$ cat config.mk
export PLATFORM = sky130hd
export DESIGN_NAME = mem_bus_arbiter
export DESIGN_NICKNAME = d
export VERILOG_FILES = /design/src/rtl/mem_bus_arbiter.sv
export SDC_FILE = /design/constraint.sdc
export NUM_CORES = 1
export LEC_CHECK = 0
export CAP_MARGIN = 30
export CORE_AREA = 2 2 529 531
export DETAILED_ROUTE_END_ITERATION = 7
export DIE_AREA = 0 0 531 533
export GPL_TIMING_DRIVEN = 0
export PLACE_DENSITY_LB_ADDON = 0.3
export SLEW_MARGIN = 30
export SYNTH_ARGS = -nofsm -noshare
export SYNTH_HDL_FRONTEND = slang
export SYNTH_SLANG_ARGS = --single-unit
$ cat constraint.sdc
create_clock -name Clk -period 2.1 [get_ports Clk]
set_input_delay 0.42 -clock Clk [delete_from_list [all_inputs] [get_ports Clk]]
set_output_delay 0.42 -clock Clk [all_outputs]
set_load 0.005 [all_outputs]
$ cat src/rtl/mem_bus_arbiter.sv
// ---------------------------------------------------------------------------
// mem_bus_arbiter: shares one 256-bit memory bus between NUM_REQ requesters.
// Optional build macro MEMARB_FIXED_PRIORITY_EN selects fixed priority.
// Revision: 1.0
// ---------------------------------------------------------------------------
`default_nettype none

module mem_bus_arbiter #(
  parameter int NUM_REQ   = 2,
  parameter int READ_LAT  = 2,
  parameter int WRITE_CYC = 2
) (
  input  logic                   Clk,
  input  logic                   nReset,
  input  logic [NUM_REQ-1:0]     req,
  input  logic [NUM_REQ-1:0]     req_wr,
  input  logic [NUM_REQ*16-1:0]  req_addr,
  input  logic [NUM_REQ*256-1:0] req_wdata,
  output logic [NUM_REQ-1:0]     gnt,
  output logic [NUM_REQ-1:0]     done,
  output logic                   err,
  output logic [255:0]           rdata,
  output logic                   nRead,
  output logic                   nWrite,
  output logic [15:0]            address,
  output logic [255:0]           BusDataOut,
  input  logic [255:0]           MemDataIn
);

  localparam int IW = 2;
  localparam int CW = 8;
  localparam logic [CW-1:0] RD_LAST = CW'(READ_LAT - 1);
  localparam logic [CW-1:0] WR_LAST = CW'(WRITE_CYC - 1);

  localparam logic [1:0] ST_IDLE  = 2'd0;
  localparam logic [1:0] ST_READ  = 2'd1;
  localparam logic [1:0] ST_WRITE = 2'd2;

  logic [1:0]         state_q, state_d;
  logic [CW-1:0]      cnt_q, cnt_d;
  logic [NUM_REQ-1:0] gnt_q, gnt_d;
  logic [NUM_REQ-1:0] done_q, done_d;
  logic               err_q, err_d;
  logic [255:0]       rdata_q, rdata_d;
  logic               nread_q, nread_d;
  logic               nwrite_q, nwrite_d;
  logic [15:0]        addr_q, addr_d;
  logic [255:0]       bdo_q, bdo_d;

  logic               win_found;
  logic [IW-1:0]      win_idx;
  logic [NUM_REQ-1:0] sel_onehot;
  logic [15:0]        sel_addr;
  logic [255:0]       sel_wdata;
  logic               sel_wr;

`ifdef MEMARB_FIXED_PRIORITY_EN
  // Lowest index wins; scanning downward lets the smallest index overwrite.
  always_comb begin
    win_found = 1'b0;
    win_idx   = '0;
    for (int i = NUM_REQ - 1; i >= 0; i--) begin
      if (req[i]) begin
        win_found = 1'b1;
        win_idx   = IW'(i);
      end
    end
  end
`else
  logic [IW-1:0] last_q, last_d;

  // Search starts just after the last owner; nearest candidate is visited last.
  always_comb begin
    win_found = 1'b0;
    win_idx   = '0;
    for (int k = NUM_REQ; k >= 1; k--) begin
      if (req[(int'(last_q) + k) % NUM_REQ]) begin
        win_found = 1'b1;
        win_idx   = IW'((int'(last_q) + k) % NUM_REQ);
      end
    end
  end
`endif

  assign sel_onehot = NUM_REQ'(1) << win_idx;
  assign sel_addr   = req_addr[int'(win_idx)*16 +: 16];
  assign sel_wdata  = req_wdata[int'(win_idx)*256 +: 256];
  assign sel_wr     = req_wr[win_idx];

  always_comb begin
    state_d  = state_q;
    cnt_d    = cnt_q;
    gnt_d    = gnt_q;
    done_d   = '0;
    err_d    = 1'b0;
    rdata_d  = rdata_q;
    nread_d  = nread_q;
    nwrite_d = nwrite_q;
    addr_d   = addr_q;
    bdo_d    = bdo_q;
`ifndef MEMARB_FIXED_PRIORITY_EN
    last_d   = last_q;
`endif
    case (state_q)
      ST_IDLE: begin
        if (win_found) begin
`ifndef MEMARB_FIXED_PRIORITY_EN
          last_d = win_idx;
`endif
          // Instruction memory is read-only: complete with err, bus untouched.
          if (sel_wr && sel_addr[15]) begin
            done_d = sel_onehot;
            err_d  = 1'b1;
          end else begin
            gnt_d  = sel_onehot;
            addr_d = sel_addr;
            cnt_d  = '0;
            if (sel_wr) begin
              state_d  = ST_WRITE;
              nwrite_d = 1'b0;
              bdo_d    = sel_wdata;
            end else begin
              state_d = ST_READ;
              nread_d = 1'b0;
            end
          end
        end
      end
      ST_READ: begin
        if (cnt_q == RD_LAST) begin
          rdata_d = MemDataIn;
          done_d  = gnt_q;
          nread_d = 1'b1;
          gnt_d   = '0;
          state_d = ST_IDLE;
        end else begin
          cnt_d = cnt_q + CW'(1);
        end
      end
      ST_WRITE: begin
        if (cnt_q == WR_LAST) begin
          bdo_d    = '0;
          done_d   = gnt_q;
          nwrite_d = 1'b1;
          gnt_d    = '0;
          state_d  = ST_IDLE;
        end else begin
          cnt_d = cnt_q + CW'(1);
        end
      end
      default: begin
        state_d  = ST_IDLE;
        nread_d  = 1'b1;
        nwrite_d = 1'b1;
        gnt_d    = '0;
      end
    endcase
  end

  always_ff @(posedge Clk or negedge nReset) begin
    if (!nReset) begin
      state_q  <= ST_IDLE;
      cnt_q    <= '0;
      gnt_q    <= '0;
      done_q   <= '0;
      err_q    <= 1'b0;
      rdata_q  <= '0;
      nread_q  <= 1'b1;
      nwrite_q <= 1'b1;
      addr_q   <= '0;
      bdo_q    <= '0;
`ifndef MEMARB_FIXED_PRIORITY_EN
      last_q   <= IW'(NUM_REQ - 1);
`endif
    end else begin
      state_q  <= state_d;
      cnt_q    <= cnt_d;
      gnt_q    <= gnt_d;
      done_q   <= done_d;
      err_q    <= err_d;
      rdata_q  <= rdata_d;
      nread_q  <= nread_d;
      nwrite_q <= nwrite_d;
      addr_q   <= addr_d;
      bdo_q    <= bdo_d;
`ifndef MEMARB_FIXED_PRIORITY_EN
      last_q   <= last_d;
`endif
    end
  end

  assign gnt        = gnt_q;
  assign done       = done_q;
  assign err        = err_q;
  assign rdata      = rdata_q;
  assign nRead      = nread_q;
  assign nWrite     = nwrite_q;
  assign address    = addr_q;
  assign BusDataOut = bdo_q;

endmodule

`default_nettype wire

==> metrics.cfg <==
[global_routing]
gr-usage-all-layers_pct=12.5
gr-total-overflow=0
grt_max_degree=78
grt_pass1_vias=26542
grt_pass1_wl_mm=241
antenna_found_initial=80

[status]
status=finished, violations left
violations=setup timing

[sta]
layout_setup_ws_ns=-0.226
max_clock_freq_ghz=0.430
hold_viol_final=0
min_period_ns=2.33
worstMarginPinSlew_ns=0.807
finalSetupViolations=612
skew_ns=0.0388
fin_crit_sh_pct=111
holdWs_ns=0.277
slew_violations=0
max_slew_margin_pct=46.2
rsz0062_at_grt=yes
setup_tns_ns=-65.86

[routing]
drt_wl_total_mm=190
vias=25576
drtAntennaViolNets=0
drc=0
first_pass_iters=5
wl_per_cell_microns=25.4
via_per_inst=3.42
drt-initial-drc-count=1077

[worst_setup_path]
cp.depth=8
r2r-end=BusDataOut[246]$_DFFE_PN0P_
reg2reg_slack_ns=-0.23
cp-end-kind=flop
critPathRequiredTime_ns=2.69
critical_path.slowest_cell=dfrtp_2
path_delay_family=simple AND/OR/NAND/NOR gates
reg2regPathDepth=8
path_class=flop to flop
r2r-start=cnt_q[4]$_DFFE_PN0P_
start_kind=flop
path_common_cell=buf_12
crit_start=cnt_q[4]$_DFFE_PN0P_
endpoint=BusDataOut[246]$_DFFE_PN0P_
cpPeakStageDelay_ns=0.44
crit_buf_inv=3
cp_cell_sequence=nor4_4 > nand3_2 > a22o_4 > nand2b_4 > buf_12 > buf_12 > buf_12 > o311ai_4
cp_max_fo=10
critPathArrivalTime_ns=2.92

[die]
chipWidth_microns=531
die_area_sq_um=283000
start_util_pct=9.18
die_h_microns=533
fp-row-count=194
num_io_pins=1341
coreArea_sq_um=278000

[placed_design]
gp_congestion=0.911
dp_hpwl_mm=151
place_area_sq_um=43900
pre_cts_ws_ns=-2.55
portBuffers=1340

[pwr]
vdd_drop_max_uv=572
p_leak_nw=20.4
powerDensity_nw_per_um2=1630

[yosys]
synth_nets=3010
yosysUniqueCellTypes=49
synth-main-ff-cell=dfrtp_1
ys_ff_latch=546
yosys_warnings=0
syn_area_sq_um=25500
ys_seq_area_share_pct=53.6
async_flop_share_pct=100
syn_avg_cell_area_sq_um=11.6
syn_inst=2198
synth_edf_count=0

[cells_and_area]
drive_above_1_share_pct=28.3
fillers=30263
area_growth_pct=106
regArea_sq_um=13700
stdcell_area_sq_um=52500
layout_common_cells=1305 x clkdlybuf4s50_1, 541 x dfrtp_1, 300 x nand2_1
multi_input_area_sq_um=15000
mostFrequentLayoutCell=clkdlybuf4s50_1
nets=4481

[cts]
h-tree-depth=3
cts_tree=built
clock_latency_ns=0.70
cts.sinks=546
clockRootBuffer=clkbuf_16
clkTransAtPathRegs_ns=0.06
numCtsBuffers=74
cts_buffer_depth=3

[flow_run]
cap_viol_max_count=0

[min_path]
min_path_type=input pin to async pin

cell families after synthesis:
logic type / after synthesis / synth area share, %
buffers and inverters: 212 / 3.63
AND/OR/NAND/NOR: 352 / 5.53
adder cells (fa/ha/maj): 6 / 0.294
flip-flops: 546 / 53.6
AO/OA/AOI/OAI: 566 / 15.4
multiplexers: 516 / 21.5
cells in the mapped netlist, drive strengths merged, types with 3 or more instances:
| cell type | instances | area, sq um |
|---|---|---|
| a21bo | 4 | 40.0 |
| a21boi | 5 | 41.3 |
| a21oi | 5 | 28.8 |
| a31oi | 17 | 106 |
| and3 | 4 | 25.0 |
| buf | 59 | 352 |
| clkbuf | 150 | 563 |
| dfrtp | 543 | 13600 |
| dfstp | 3 | 78.8 |
| ha | 6 | 75.1 |
| inv | 3 | 11.3 |
| mux2 | 257 | 2890 |
| mux2i | 259 | 2590 |
| nand2 | 301 | 1130 |
| nand2b | 4 | 32.5 |
| nand3 | 5 | 25.0 |
| nand4 | 5 | 31.3 |
| nor2 | 21 | 78.8 |
| o21ai | 260 | 1300 |
| o311ai | 256 | 2240 |
| o31ai | 4 | 30.0 |
timing repair:
action / in CTS / in global routing
cloned: 14 / 13
gates resized for setup: 797 / 694
hold buffers: 1 / 0
endpoints found under the hold margin: 73 / 0
pin swaps: 34 / 69
endpoints found under the setup margin: 960 / 959
buffers inserted: 19 / 2
sequential cells by signal, summed over array words and instances, names as in the netlist:
signal	cells
BusDataOut	256
address	16
cnt_q	8
done	2
err	1
gnt	2
last_q	1
nRead	1
nWrite	1
rdata	256
state_q	2
worst min-delay path by stage:
| stage | start | to | cells after the start |
|---|---|---|---|
| 2_1_floorplan | nReset | BusDataOut[0]$_DFFE_PN0P_ | 0 |
| 3_3_place_gp | nWrite$_DFFE_PN1P_ | nWrite$_DFFE_PN1P_ | 2 |
| 3_5_place_dp | nReset | rdata[145]$_DFFE_PN0P_ | 1 |
| 4_1_cts | req_addr[9] | address[9]$_DFFE_PN0P_ | 3 |
| 5_1_grt | req_addr[25] | address[9]$_DFFE_PN0P_ | 3 |
| 6_report | nReset | rdata[145]$_DFFE_PN0P_ | 2 |
per-layer routing:
layer | vias up | GRT usage [%] | share of wire (%)
met3 | 286 | 4.97 | 9.4
met5 | - | 0 | 0.24
met1 | 12809 | 12.8 | 35
li1 | 11257 | - | -
met2 | 1156 | 22.4 | 51
met4 | 68 | 5.34 | 4.5
final cells by class:
type / count / share of cell area (%)
flip-flops and latches: 546 / 26.0
well taps: 3724 / 8.87
inverters: 3 / 0.0214
clock inverters: 28 / 0.853
multi-input cells: 1440 / 28.5
diodes: 28 / 0.133
clock buffers: 105 / 4.02
repair buffers: 1398 / 27.6
plain buffers: 206 / 3.95
stage by stage:
stage	total power, mW	std cells	util, %
3_3_place_gp	55.2	7262	15.7
2_1_floorplan	32.3	2198	-
5_1_grt	90.3	7455	18.9
6_report	85.7	7478	18.9
3_5_place_dp	55.6	7271	15.8
4_1_cts	76.9	7436	17.6
report_power, final:
group / total [mW] / internal, mW / switching, mW / leakage, nW
clock network: 13.8 / 8.05 / 5.71 / 1.24
registers: 20.3 / 16.1 / 4.20 / 6.53
logic: 51.6 / 26.3 / 25.4 / 12.6
total: 85.7 / 50.4 / 35.3 / 20.4
worst reg2reg max path, stage by stage, from the launching register on:
cell,delay (ns)
dfrtp_2,0.44
nor4_4,0.34
nand3_2,0.13
a22o_4,0.28
nand2b_4,0.17
buf_12,0.15
buf_12,0.20
buf_12,0.16
o311ai_4,0.34
No activity file was read; power rests on OpenSTA's default activity.
